[config.mk]
export PLATFORM = sky130hd
export DESIGN_NAME = down_count_monitor
export DESIGN_NICKNAME = d
export VERILOG_FILES = /design/src/rtl/down_count_mon_pkg.sv /design/src/rtl/down_count_monitor_stable_filter.sv /design/src/rtl/down_count_monitor.sv
export SDC_FILE = /design/constraint.sdc
export NUM_CORES = 1
export LEC_CHECK = 0
export CAP_MARGIN = 20
export CORE_MARGIN = 2
export CORE_UTILIZATION = 45
export CTS_CLUSTER_DIAMETER = 80
export DETAILED_ROUTE_END_ITERATION = 12
export PLACE_DENSITY_LB_ADDON = 0.15
export SYNTH_ARGS = -nofsm -noshare
export SYNTH_HDL_FRONTEND = slang
export SYNTH_HIERARCHICAL = 1
export SYNTH_SLANG_ARGS = --single-unit
[constraint.sdc]
create_clock -name clk -period 2.6 [get_ports clk]
set_clock_uncertainty 0.15 [all_clocks]
set_input_delay 0.39 -clock clk [delete_from_list [all_inputs] [get_ports clk]]
set_output_delay 0.39 -clock clk [all_outputs]
set_load 0.02 [all_outputs]
[src/rtl/down_count_mon_pkg.sv]
// Shared types and helpers for the ripple-counter monitor.
// Latency: n/a (types and combinational helper only).
// Backpressure: n/a.
package down_count_mon_pkg;

    typedef enum logic [1:0] {
        S_INIT  = 2'd0,
        S_TRACK = 2'd1,
        S_ERR   = 2'd2
    } state_t;

    localparam int MAX_W = 32;

    // Value a down counter of the given width must show after p.
    function automatic logic [MAX_W-1:0] pred_val(input logic [MAX_W-1:0] p, input int width);
        logic [MAX_W-1:0] mask;
        mask = (width >= MAX_W) ? '1 : ((MAX_W'(1) << width) - MAX_W'(1));
        return (p - MAX_W'(1)) & mask;
    endfunction

endpackage

[src/rtl/down_count_monitor_stable_filter.sv]
// Two-flop synchronizer plus a stability filter on an asynchronous bus.
// Latency: d held from edge k is presented with accept high for the edge k+2+STABLE_CYCLES.
// Backpressure: none; accept is a single-cycle strobe per settled value.
module stable_filter #(
    parameter int WIDTH         = 2,
    parameter int STABLE_CYCLES = 2
) (
    input  logic             clk,
    input  logic             rst,
    input  logic [WIDTH-1:0] d,
    output logic [WIDTH-1:0] q,
    output logic             accept
);

    localparam int RUN_W = $clog2(STABLE_CYCLES + 1);
    localparam logic [RUN_W-1:0] RUN_MAX = RUN_W'(STABLE_CYCLES);
    localparam logic [RUN_W-1:0] RUN_HIT = RUN_W'(STABLE_CYCLES - 1);

    logic [WIDTH-1:0] s1;
    logic [WIDTH-1:0] s2;
    logic [WIDTH-1:0] cand;
    logic [RUN_W-1:0] run;

    // Synchronize, then count how long the synchronized value has held; the
    // run starts saturated after reset so the cleared pipe is not taken as a fresh 0.
    always_ff @(posedge clk) begin
        if (rst) begin
            s1   <= '0;
            s2   <= '0;
            cand <= '0;
            run  <= RUN_MAX;
        end else begin
            s1   <= d;
            s2   <= s1;
            cand <= s2;
            if (s2 != cand) begin
                run <= '0;
            end else if (run != RUN_MAX) begin
                run <= run + RUN_W'(1);
            end
        end
    end

    assign q      = cand;
    assign accept = (s2 == cand) && (run == RUN_HIT);

endmodule

[src/rtl/down_count_monitor.sv]
// Tracks a ripple down counter: accepts settled values, checks decrements, counts wraps.
// Latency: q_in held from edge k reaches q_stable at edge k+2+STABLE_CYCLES; pulses registered.
// Backpressure: none. Optional MON_PERIOD_EN adds a tc-to-tc period output.
module down_count_monitor
    import down_count_mon_pkg::*;
#(
    parameter int WIDTH         = 2,
    parameter int STABLE_CYCLES = 2,
    parameter int WRAP_CNT_W    = 8
) (
    input  logic                  clk,
    input  logic                  rst,
    input  logic                  en,
    input  logic [WIDTH-1:0]      q_in,
    input  logic                  clr_err,
    output logic [WIDTH-1:0]      q_stable,
    output logic                  valid,
    output logic                  tc,
    output logic                  wrap_pulse,
    output logic [WRAP_CNT_W-1:0] wrap_count,
    output logic                  seq_err,
    output logic [WIDTH-1:0]      err_value
`ifdef MON_PERIOD_EN
    ,
    output logic [WRAP_CNT_W+7:0] period
`endif
);

    state_t                state;
    state_t                state_nxt;
    logic [WIDTH-1:0]      filt_q;
    logic                  accept;
    logic [WIDTH-1:0]      pred;
    logic                  changed;
    logic                  legal;
    logic [WIDTH-1:0]      qs_nxt;
    logic                  valid_nxt;
    logic                  tc_nxt;
    logic                  wrap_nxt;
    logic [WRAP_CNT_W-1:0] wc_nxt;
    logic                  err_nxt;
    logic [WIDTH-1:0]      ev_nxt;

    stable_filter #(
        .WIDTH         (WIDTH),
        .STABLE_CYCLES (STABLE_CYCLES)
    ) u_filt (
        .clk    (clk),
        .rst    (rst),
        .d      (q_in),
        .q      (filt_q),
        .accept (accept)
    );

    assign pred    = WIDTH'(pred_val(MAX_W'(q_stable), WIDTH));
    assign changed = accept && (filt_q != q_stable);
    assign legal   = (filt_q == pred);

    // Next state and next output values; a new error outranks a same-cycle clear.
    always_comb begin
        state_nxt = state;
        qs_nxt    = q_stable;
        valid_nxt = valid;
        tc_nxt    = 1'b0;
        wrap_nxt  = 1'b0;
        wc_nxt    = wrap_count;
        err_nxt   = seq_err;
        ev_nxt    = err_value;
        if (!en) begin
            state_nxt = S_INIT;
            valid_nxt = 1'b0;
        end else begin
            if (clr_err) begin
                err_nxt = 1'b0;
            end
            case (state)
                S_INIT: begin
                    if (accept) begin
                        qs_nxt    = filt_q;
                        valid_nxt = 1'b1;
                    end
                end
                S_TRACK, S_ERR: begin
                    if (changed) begin
                        qs_nxt = filt_q;
                        if (legal) begin
                            tc_nxt = (filt_q == '0);
                            if (q_stable == '0) begin
                                wrap_nxt = 1'b1;
                                if (wrap_count != '1) begin
                                    wc_nxt = wrap_count + 1'b1;
                                end
                            end
                        end else begin
                            err_nxt = 1'b1;
                            if (!seq_err || clr_err) begin
                                ev_nxt = filt_q;
                            end
                        end
                    end
                end
                default: ;
            endcase
            if (state != S_INIT || accept) begin
                state_nxt = err_nxt ? S_ERR : S_TRACK;
            end
        end
    end

    // State and output registers.
    always_ff @(posedge clk) begin
        if (rst) begin
            state      <= S_INIT;
            q_stable   <= '0;
            valid      <= 1'b0;
            tc         <= 1'b0;
            wrap_pulse <= 1'b0;
            wrap_count <= '0;
            seq_err    <= 1'b0;
            err_value  <= '0;
        end else begin
            state      <= state_nxt;
            q_stable   <= qs_nxt;
            valid      <= valid_nxt;
            tc         <= tc_nxt;
            wrap_pulse <= wrap_nxt;
            wrap_count <= wc_nxt;
            seq_err    <= err_nxt;
            err_value  <= ev_nxt;
        end
    end

`ifdef MON_PERIOD_EN
    logic [WRAP_CNT_W+7:0] per_cnt;
    logic                  per_run;

    // Cycles between tc events; per_cnt holds the distance to the last tc.
    always_ff @(posedge clk) begin
        if (rst || !en || state == S_INIT) begin
            per_cnt <= '0;
            per_run <= 1'b0;
            period  <= '0;
        end else if (tc_nxt) begin
            if (per_run) begin
                period <= per_cnt;
            end
            per_cnt <= (WRAP_CNT_W + 8)'(1);
            per_run <= 1'b1;
        end else if (per_run && per_cnt != '1) begin
            per_cnt <= per_cnt + 1'b1;
        end
    end
`endif

endmodule

; ---- Yosys cells after proc, flatten, opt, wreduce, memory -nomap -nowiden
; Index checks and enable logic that the tools add are counted.
[op_classes]
addsub = 3
mux = 12
bitwise_logic = 4
eq_ne = 11
reduce_logical = 19
[op_table]
columns = operator, n
row1 = two-way mux 2 bit, 5
row2 = adder 8 x 1 -> 8 bit (second input constant), 1
row3 = inequality test 8 bit (second input constant), 1
row4 = zero test 2 bit, 3
row5 = two-way mux 1 bit, 6
row6 = inequality test 2 bit (second input constant), 3
row7 = AND reduction 6 bit, 1
row8 = nonzero test 2 bit, 3
row9 = OR reduction 2 bit, 3
row10 = AND reduction 5 bit, 1
row11 = OR reduction 5 bit, 1
row12 = equality test 2 x 1 -> 1 bit (second input constant), 2
row13 = equality test 2 bit, 2
row14 = inequality test 2 bit, 2
row15 = inverter 1 bit, 4
row16 = one-hot mux 2 bit (2 select lines), 1
row17 = AND reduction 4 bit, 1
row18 = adder 2 x 1 -> 2 bit (second input constant), 1
row19 = equality test 2 bit (second input constant), 1
row20 = logical AND 1 bit, 2
row21 = logical OR 1 bit, 2
row22 = AND reduction 2 bit, 1
row23 = subtractor 2 x 1 -> 2 bit (second input constant), 1
row24 = zero test 1 bit, 1
[totals]
output_inout_bits = 16
word_cells = 62
regBits = 26
input_bits = 6

; ---- Longest topological paths before layout
; Gate-level depths: netlist of the first run.
[depth]
word_depth = 7
depth_mapped = 8
mapped_depth_nobuf = 6

; ---- Hierarchy
; Netlist of the first run, hierarchy kept.
[by_module_without_submodules]
columns = module, area_per_inst_um2, cells_each, instances
row1 = down_count_monitor, 894.6, 105, 1
row2 = stable_filter, 256.5, 22, 1

; ---- Least setup slack after synthesis of the first run
; No wires, ideal clock.
[synth_path]
path_type = reg2reg
startpoint = register u_filt.cand[0], in the netlist u_filt/q[0]
endpoint = register wrap_count[5]
stages_incl_launch_ff = 8
arrival_ns = 2.239
setup_slack_ns = 0.090
required_time_ns = 2.329
setup_time_ns = 0.121
cell_sequence = dfxtp_1 xor2_1 nor4b_1 nand4_1 or3_1 buf_2 nor4_1 mux2_2
[synth_via]
elab_chain_cells = 4
word_cells_on_any_way = 6
classes_between = 3 x eq/ne / 3 x reduce/logical
[synth_lines]
columns = item, line
row1 = start: declaration, down_count_monitor_stable_filter.sv:21  ; logic [WIDTH-1:0] cand;
row2 = start signal: assignment, down_count_monitor_stable_filter.sv:30  ; cand <= '0;
row3 = start signal: assignment, down_count_monitor_stable_filter.sv:35  ; cand <= s2;
row4 = equality test 2 bit, down_count_monitor_stable_filter.sv:45  ; assign accept = (s2 == cand) && (run == RUN_HIT);
row5 = logical AND 1 bit, down_count_monitor_stable_filter.sv:45
row6 = named net accept, down_count_monitor.sv:32  ; logic accept;
row7 = logical AND 1 bit, down_count_monitor.sv:56  ; assign changed = accept && (filt_q != q_stable);
row8 = AND reduction 6 bit (no line), n/a
row9 = end signal: assignment, down_count_monitor.sv:127  ; wrap_count <= wc_nxt;
row10 = end: declaration, down_count_monitor.sv:20  ; output logic [WRAP_CNT_W-1:0] wrap_count,
; The timed path passes the listed nets, and every way through them passes these cells.
; A chain may end at the register's enable or synchronous reset.

; ---- Final worst setup path of the first run
[layout_path]
startpoint = register u_filt.cand[1], in the netlist u_filt/q[1]
endpoint = register wrap_count[5]
; Same word-level chain as after synthesis.

==> results.py, run 1 <==
metrics = {
    "run_status": {
        "outcome": "completed",
    },
    "grt": {
        "grt_pass1_wl_mm": 3.75,
        "grt_pass1_vias": 849,
        "antenna_found_initial": 0,
        "grt_usage_pct": 18.0,
        "grt_max_degree": 27,
        "globalRoute.totalOverflow": 0,
    },
    "logic_synthesis": {
        "synth_cells": 127,
        "ys_types": 30,
        "synth_common_cells": "dfxtp_1, nor2b_1, a21oi_1, inv_1, nor2_1",
        "ys_top_cells_by_area": "dfxtp_1, nor2b_1, a21oi_1",
        "ys_seq_area_share_pct": 45.2,
        "synth-seq-cells": 26,
        "netlist_area_sq_um": 1150,
        "syn-num-nets": 136,
        "synth_edf_count": 0,
        "synth_top_cell_area_share_pct": 45.2,
        "async_reset_ff_share_pct": 0,
        "yosysWarnings": 6,
        "synthFlopType": "dfxtp_1",
        "yosysMostFrequentCell": "dfxtp_1",
        "yosys.area.top_type": "dfxtp_1",
        "synth_area_per_cell_sq_um": 9.06,
    },
    "power_and_ir_drop": {
        "total_power_uw": 726,
        "powerDensity_nw_per_um2": 495,
        "pwr-share-clk_pct": 37.0,
        "switching_power_uw": 141,
        "ir_drop_mv": 0.440,
        "leakage_uw": 0.000518,
        "pwr-share-seq_pct": 56.9,
        "p_int_uw": 585,
        "comb_power_share_pct": 6.0,
        "switching_share_pct": 19.4,
    },
    "final_layout": {
        "areaGrowthSynthToFinish_pct": 27.4,
        "seq_area_sq_um": 520,
        "drive_above_1_share_pct": 7.95,
        "multi_input_area_sq_um": 586,
        "final_nets": 161,
        "layoutNonFillerInstCount": 181,
        "fillers": 224,
        "num_antenna_cells": 0,
    },
    "sta": {
        "slew_violations": 0,
        "period_needed_ps": 2470,
        "max_freq_mhz": 405,
        "maxSlewHeadroom_pct": 56.2,
        "finalHoldViolations": 0,
        "tns_ps": 0,
        "worst_pin_slew_ps": 655,
        "setup_viol": 0,
        "fin_ws_ps": 129,
        "period_share_pct": 95.1,
    },
    "floorplanning": {
        "die_area_sq_um": 2980,
        "initial_core_util_pct": 46.9,
        "fp.dieH_um": 54.6,
        "io_pins": 22,
        "die_width_um": 54.6,
        "row_count": 18,
        "core-area_sq_um": 2450,
    },
    "clocking": {
        "cts_tree": "yes",
        "clock_path_buffers": 2,
        "clkLatencyLatePin_ps": 310,
        "clkSlewWorstSetupHoldPaths_ps": 130,
        "cts-htree-levels": 1,
        "cts_hold_buf": 0,
        "cts-buffers-inserted": 3,
        "cts.sinks": 26,
        "clock-root-buffer": "clkbuf_4",
    },
    "job": {
        "cap_violations": 0,
    },
    "place": {
        "place_hpwl_mm": 1.72,
        "dp_cells": 177,
        "place_ws_ps": 64.7,
        "io_buffers": 21,
        "gp_congestion": 0.783,
    },
    "min_path": {
        "hp-class": "flop to flop",
    },
    "detailed_routing": {
        "num_vias": 996,
        "routedWlPerCell_um": 13.0,
        "dr.pass1.iters": 4,
        "final_antenna_net_count": 0,
        "drc": 0,
        "totalWireLength_mm": 2.36,
        "drt_iter0_drc": 14,
        "viasPerCell": 5.50,
    },
    "critical_path": {
        "setup.worst_path.end_class": "flop",
        "crit_type": "flop to flop",
        "crit_required_ps": 2660,
        "critPathMaxFanout": 7,
        "critPathLaunchType": "flop",
        "cp.arrival_ps": 2530,
    },
}
[registers in the layout, indices dropped and copies added (netlist names), 2 cells and up]
| name | cells |
|---|---|
| u_filt/run | 2 |
| err_value | 2 |
| u_filt/s2 | 2 |
| state | 2 |
| u_filt/q | 2 |
| u_filt/s1 | 2 |
| q_stable | 2 |
| wrap_count | 8 |
[critical path: stages (launching register included)]
cell,delay (ps)
dfxtp_1,490
xor2_1,180
nor4b_2,310
nand4_1,130
or3_1,430
nor4_1,320
mux2_2,370
[power by group through the flow]
stage               clock network, uW  logic (uW)  registers (uW)
floorplan                           0        24.6             420
global placement                    0        41.5             421
detailed placement                  0        42.6             421
CTS                               280        42.6             413
global route                      299        47.6             414
finish                            269        43.9             413
[layout make-up]
type | instances | area share (%)
clock buffers | 3 | 1.54
well taps | 30 | 2.56
clock inverters | 1 | 2.05
flip-flops and latches | 26 | 35.5
inverters | 8 | 2.05
multi-input cells | 88 | 39.9
repair buffers | 25 | 16.4
[timing repair]
item,in CTS,in global routing
gates resized for setup,0,1
endpoints found under the setup margin,0,7
setup buffers,0,0
[per-layer routing]
layer / track usage [%] / wire length (um)
met4: 7.50 / 20
met5: 0 / 0
met1: 22.8 / 1150
met3: 5.46 / 81
met2: 28.1 / 1110
[through the flow]
step | utilization (%) | cell area, sq um | hold WS (ps)
floorplan | - | 1150 | 264
global placement | 57.3 | 1410 | 268
finish | 59.7 | 1470 | 304
global route | 59.7 | 1470 | 313
CTS | 59.5 | 1460 | 310
detailed placement | 57.3 | 1410 | 280
[cells by family after synthesis]
family	after synthesis	synth area share (%)
AOI/OAI and AO/OA	23	12.7
xor gates and xnor gates	6	4.57
adders and majority gates	3	3.26
buffers and inverters	13	4.46
DFF	26	45.2
muxes	5	4.46
and+or+nand+nor	51	25.3
[path summary, 6_finish.rpt]
kind	slack, ps	startpoint	cells after the start	to
worst min-delay path	300	u_filt/s1[1]	1	u_filt/s2[1]
worst max-delay path	130	u_filt/q[1]	6	wrap_count[5]
worst min register to register	300	u_filt/s1[1]	1	u_filt/s2[1]
worst max register to register	130	u_filt/q[1]	6	wrap_count[5]
[placed cells by master, fill, tap and decap left out, types with 3 or more instances in the layout]
cell type / instances
nor2b_1: 9
mux2i_1: 4
o21ai_0: 3
o31ai_1: 5
xnor2_1: 4
clkdlybuf4s50_1: 21
ha_1: 3
buf_4: 4
nand2_1: 6
nor2_1: 7
nand4_1: 3
inv_1: 8
clkbuf_4: 3
or3_1: 4
dfxtp_1: 26
nand3_1: 4
nand2b_1: 5
a21oi_1: 8
or4_1: 4
Power figures use the tool's default switching activity.
==> run 2, diff against run 1 <==
--- a/config.mk
+++ b/config.mk
@@ -15,3 +15,4 @@
 export SYNTH_HDL_FRONTEND = slang
 export SYNTH_HIERARCHICAL = 1
 export SYNTH_SLANG_ARGS = --single-unit
+export TNS_END_PERCENT = 20
==> constraint.sdc (replaced) <==
create_clock -name clk -period 2.6 [get_ports clk]
set_clock_uncertainty 0.15 [all_clocks]
set_input_delay 0.52 -clock clk [delete_from_list [all_inputs] [get_ports clk]]
set_output_delay 0.52 -clock clk [all_outputs]
set_load 0.02 [all_outputs]
==> run 2 against run 1 <==
  * Global-route usage increased by 0.16 points
  * Highest routed layer unchanged
  * Critical path depth did not move
  * Total power is 1.3% higher
  * Maximum frequency up 3.9%
  * Cell count rose by 1.1%
  * Largest power group unchanged
  * Sequential power about the same
  * Utilization increased by 0.61 points
  * Largest cell class unchanged
  * Register-to-register slack improved by 90 ps
  * Setup slack improved by 92 ps
  * Worst hold slack better by 6.4 ps
  * Clock power increased by 3%
  * Die area stayed put
==> results.py, run 2 (synthesis results as in run 1) <==
metrics = {
    "critical_path": {
        "setup.worst_path.end_class": "flop",
        "critPathLaunchType": "flop",
        "cp-startpoint": "q_stable[0]",
        "crit_required_ps": 2670,
        "reg2reg_from": "q_stable[0]",
        "cp.arrival_ps": 2450,
        "critPathMaxFanout": 8,
        "crit_type": "flop to flop",
    },
    "sta": {
        "setup_viol": 0,
        "worst_pin_slew_ps": 669,
        "tns_ps": 0,
        "finalHoldViolations": 0,
        "rsz0062_at_grt": "no",
        "slew_violations": 0,
        "period_share_pct": 91.5,
        "period_needed_ps": 2380,
        "max_freq_mhz": 420,
        "maxSlewHeadroom_pct": 55.2,
    },
    "clocking": {
        "cts_hold_buf": 0,
        "clock_path_buffers": 2,
        "clock-root-buffer": "clkbuf_4",
        "cts_tree": "yes",
        "clkLatencyLatePin_ps": 320,
        "postCtsSetupBuffers": 0,
        "clkSlewWorstSetupHoldPaths_ps": 150,
        "cts.sinks": 26,
        "cts-buffers-inserted": 3,
        "cts-htree-levels": 1,
    },
    "floorplanning": {
        "die_width_um": 54.6,
        "die_area_sq_um": 2980,
        "initial_core_util_pct": 46.9,
        "fp.dieH_um": 54.6,
        "row_count": 18,
        "core-area_sq_um": 2450,
        "io_pins": 22,
    },
    "detailed_routing": {
        "routedWlPerCell_um": 13.2,
        "final_antenna_net_count": 0,
        "drc": 0,
        "viasPerCell": 5.42,
        "dr.pass1.iters": 4,
        "totalWireLength_mm": 2.41,
        "drt_iter0_drc": 17,
        "num_vias": 991,
    },
    "job": {
        "cap_violations": 0,
    },
    "power_and_ir_drop": {
        "p_int_uw": 586,
        "switching_power_uw": 149,
        "pwr-share-seq_pct": 56.0,
        "ir_drop_mv": 0.372,
        "powerDensity_nw_per_um2": 496,
        "switching_share_pct": 20.3,
        "pwr-share-clk_pct": 37.8,
        "total_power_uw": 735,
        "comb_power_share_pct": 6.1,
        "leakage_uw": 0.000529,
    },
    "place": {
        "place_hpwl_mm": 1.76,
        "io_buffers": 21,
        "gp_congestion": 0.807,
        "dp_cells": 179,
    },
    "min_path": {
        "hp-class": "flop to flop",
        "hold_start": "u_filt/s1[0]",
    },
    "final_layout": {
        "largest_register_ffs": 8,
        "layout_common_cells": "dfxtp_1, clkdlybuf4s50_1, nor2b_1",
        "utilization_pct": 60.3,
        "final_common_cell": "dfxtp_1",
        "layoutNonFillerInstCount": 183,
        "num_antenna_cells": 0,
        "fillers": 224,
        "final_nets": 163,
        "drive_above_1_share_pct": 9.15,
        "areaGrowthSynthToFinish_pct": 28.7,
        "largest_register": "wrap_count",
    },
    "grt": {
        "grt_pass1_wl_mm": 3.86,
        "grtUsageMet2_pct": 28.7,
        "grt.busiest_layer": "met2",
        "met1_usage_pct": 24.3,
        "grt_use_met3_pct": 2.73,
        "globalRoute.totalOverflow": 0,
        "grt_pass1_vias": 910,
        "grt_usage_pct": 18.1,
        "grt_max_degree": 27,
        "antenna_found_initial": 0,
    },
    "run_status": {
        "outcome": "completed",
    },
}
[run 2: changes by cell type in the layout (fill, tap and decap cells not counted)]
| cell | change |
|---|---|
| buf_4 | +2 |
[run 2: per-layer routing]
metal | part of all wire [%] | wire (um)
met1 | 48 | 1170
met2 | 48 | 1150
met3 | 3.7 | 89
met4 | 0.41 | 10
met5 | 0 | 0
[run 2: power groups by stage]
stage	combinational [uW]	sequential, uW	clock, uW
final	45.0	412	278
after CTS	44.7	412	282
after detailed placement	44.6	420	0
after floorplan	24.6	420	0
after global placement	43.3	420	0
after global routing	50.0	413	298
[run 2: final timing paths]
kind	endpoint	slack (ps)	cells past startpoint
max	wrap_count[5]	220	6
min reg2reg	u_filt/s2[0]	310	1
max reg2reg	wrap_count[5]	220	6
min	u_filt/s2[0]	310	1
[run 2: worst max-delay path, cell delays in order (launching register included)]
cell     delay (ps)
dfxtp_1         440
inv_1            70
ha_1            300
xnor2_1         150
or3_1           480
nor4_1          320
mux2_2          370
[run 2: cell type report]
class / instances / area [sq um] / share of cell area (%)
multi-input combinational: 88 / 586 / 39.5
tap: 30 / 37.5 / 2.53
clock buffer: 3 / 22.5 / 1.52
clock inverter: 1 / 30.0 / 2.03
timing repair buffer: 27 / 255 / 17.2
inverter: 8 / 30.0 / 2.03
sequential: 26 / 520 / 35.1
[run 2: repair_timing]
action / in CTS / in global routing
gates resized for setup: 0 / 1
endpoints found under the hold margin: 0 / 0
setup endpoints to repair: 0 / 5
[run 2: through the flow]
step	setup WS, ps	instance area [sq um]	hold slack [ps]
floorplan	90.1	1150	264
global placement	145	1420	270
detailed placement	113	1420	281
CTS	87.6	1480	312
global route	75.7	1480	316
finish	221	1480	311
==> run 3, diff against run 2 <==
==> constraint.sdc (replaced) <==
create_clock -name clk -period 2.1 [get_ports clk]
set_clock_uncertainty 0.15 [all_clocks]
set_input_delay 0.42 -clock clk [delete_from_list [all_inputs] [get_ports clk]]
set_output_delay 0.42 -clock clk [all_outputs]
set_load 0.02 [all_outputs]
==> run 3 against run 2 <==
  * The flow now finishes with violations (setup timing)
  * Clock power grew 25%
  * Non-clock buffer count increased by 9
  * Combinational power rose by 46%
  * Cell count grew 4.9%
  * Setup slack got worse by 360 ps
  * Worst hold slack worse by 7.8 ps
  * Utilization is 5.4 points higher
  * Sequential power increased by 25%
  * Critical path type unchanged
  * Critical endpoint is now wrap_count[4]
==> results.py, run 3 (synthesis results as in run 1) <==
metrics = {
    "grt": {
        "grt_pass1_wl_mm": 3.93,
        "antenna_found_initial": 0,
        "grt_max_degree": 27,
        "grt_pass1_vias": 935,
        "globalRoute.totalOverflow": 0,
        "grt_usage_pct": 18.5,
    },
    "critical_path": {
        "setup.worst_path.end_class": "flop",
        "crit_type": "flop to flop",
        "cp_slowest_cell": "or4_1",
        "critical-path-max-stage-delay_ps": 520,
        "cp-startpoint": "u_filt/q[1]",
        "cp_cell_sequence": "xor2_2 > nor4b_4 > nand4_1 > or3_4 > or4_1 > a21oi_1",
        "critPathLaunchType": "flop",
        "crit_required_ps": 2220,
        "reg2reg_from": "u_filt/q[1]",
        "cp.arrival_ps": 2350,
        "critPathMaxFanout": 6,
    },
    "floorplanning": {
        "initial_core_util_pct": 46.9,
        "core-area_sq_um": 2450,
        "fp.dieH_um": 54.6,
        "die_area_sq_um": 2980,
        "die_width_um": 54.6,
        "io_pins": 22,
        "row_count": 18,
    },
    "detailed_routing": {
        "routedWlPerCell_um": 13.0,
        "drt_iter0_drc": 17,
        "totalWireLength_mm": 2.50,
        "viasPerCell": 5.26,
        "drc": 0,
        "dr.pass1.iters": 4,
        "final_antenna_net_count": 0,
        "num_vias": 1010,
    },
    "final_layout": {
        "num_antenna_cells": 0,
        "layout_common_cells": "dfxtp_1, clkdlybuf4s50_1, buf_4",
        "drive_above_1_share_pct": 21.0,
        "areaGrowthSynthToFinish_pct": 40.2,
        "largest_register": "wrap_count",
        "utilization_pct": 65.7,
        "final_nets": 172,
        "final_cell_area_sq_um": 1610,
        "largest_register_ffs": 8,
    },
    "power_and_ir_drop": {
        "pwr-share-clk_pct": 37.6,
        "p_int_uw": 733,
        "ir_drop_mv": 0.525,
        "switching_power_uw": 193,
        "switching_share_pct": 20.8,
        "comb_power_share_pct": 7.1,
        "pwr-share-seq_pct": 55.4,
        "leakage_uw": 0.000583,
        "powerDensity_nw_per_um2": 574,
    },
    "clocking": {
        "clock_path_buffers": 2,
        "clkLatencyLatePin_ps": 320,
        "cts_tree": "yes",
        "cts-htree-levels": 1,
        "clkSlewWorstSetupHoldPaths_ps": 150,
        "cts-buffers-inserted": 3,
        "cts_hold_buf": 0,
        "cts.sinks": 26,
        "clock-root-buffer": "clkbuf_4",
    },
    "place": {
        "gp_congestion": 0.773,
        "io_buffers": 21,
        "place_hpwl_mm": 1.80,
        "dpl_cell_area_sq_um": 1530,
    },
    "sta": {
        "maxSlewHeadroom_pct": 79.7,
        "worst_pin_slew_ps": 303,
        "slew_violations": 0,
        "finalHoldViolations": 0,
        "rsz0062_at_grt": "yes",
        "period_needed_ps": 2230,
        "fin_ws_ps": -135,
        "setup_viol": 7,
        "period_share_pct": 106,
        "max_freq_mhz": 447,
    },
    "min_path": {
        "hp-class": "flop to flop",
        "hold_start": "u_filt/s1[0]",
    },
    "run_status": {
        "outcome": "finished with violations",
        "violations": "setup timing",
    },
    "job": {
        "cap_violations": 0,
    },
}
-- run 3: area by class of cell --
| cell class | count | area, sq um |
|---|---|---|
| clock buffers | 3 | 22.5 |
| multi-input cells | 88 | 641 |
| repair buffers | 36 | 327 |
| flip-flops and latches | 26 | 527 |
| fillers | 199 | 841 |
| inverters | 8 | 30.0 |
| clock inverters | 1 | 30.0 |
| well taps | 30 | 37.5 |
-- run 3: final timing paths --
path / end / slack [ps] / depth (start not counted)
setup / recovery: wrap_count[4] / -130 / 6
hold / removal: u_filt/s2[0] / 300 / 1
setup reg to reg: wrap_count[4] / -130 / 6
hold reg to reg: u_filt/s2[0] / 300 / 1
-- run 3: metal layers --
layer | wire, um | track usage, % | vias to the layer above
met3 | 91 | 3.28 | 2
li1 | - | - | 519
met2 | 1260 | 33.5 | 20
met1 | 1140 | 21.3 | 469
met5 | 0 | 0 | -
met4 | 15 | 7.50 | 0
-- run 3: power by group through the flow --
stage	registers [uW]	logic [uW]	clock network, uW
5_1_grt	514	72.0	371
3_3_place_gp	522	64.1	0
4_1_cts	513	65.9	362
2_1_floorplan	523	33.8	0
3_5_place_dp	524	65.5	0
6_report	513	65.5	348
-- run 3: repair_timing --
action	CTS	global route
endpoints found under the setup margin	8	8
gates resized for setup	1	5
cloned	0	0
pin swaps	1	3
buffers inserted	0	0
-- run 3: critical path: cells and delay by family, from the launching register on --
kind	cells	cell delay, ps
AOI/OAI and AO/OA	1	140
DFF	1	360
and+or+nand+nor	4	1350
xor gates and xnor gates	1	190
-- run 3: stage by stage --
stage / worst slack (ps) / cells / hold slack, ps / TNS (ps) / power, uW
floorplan: -131 / 127 / 264 / -650 / 557
global placement: -194 / 188 / 266 / -1180 / 586
detailed placement: -218 / 188 / 279 / -1360 / 589
CTS: -132 / 192 / 304 / -774 / 941
global route: -233 / 192 / 322 / -1410 / 958
finish: -135 / 192 / 303 / -784 / 926
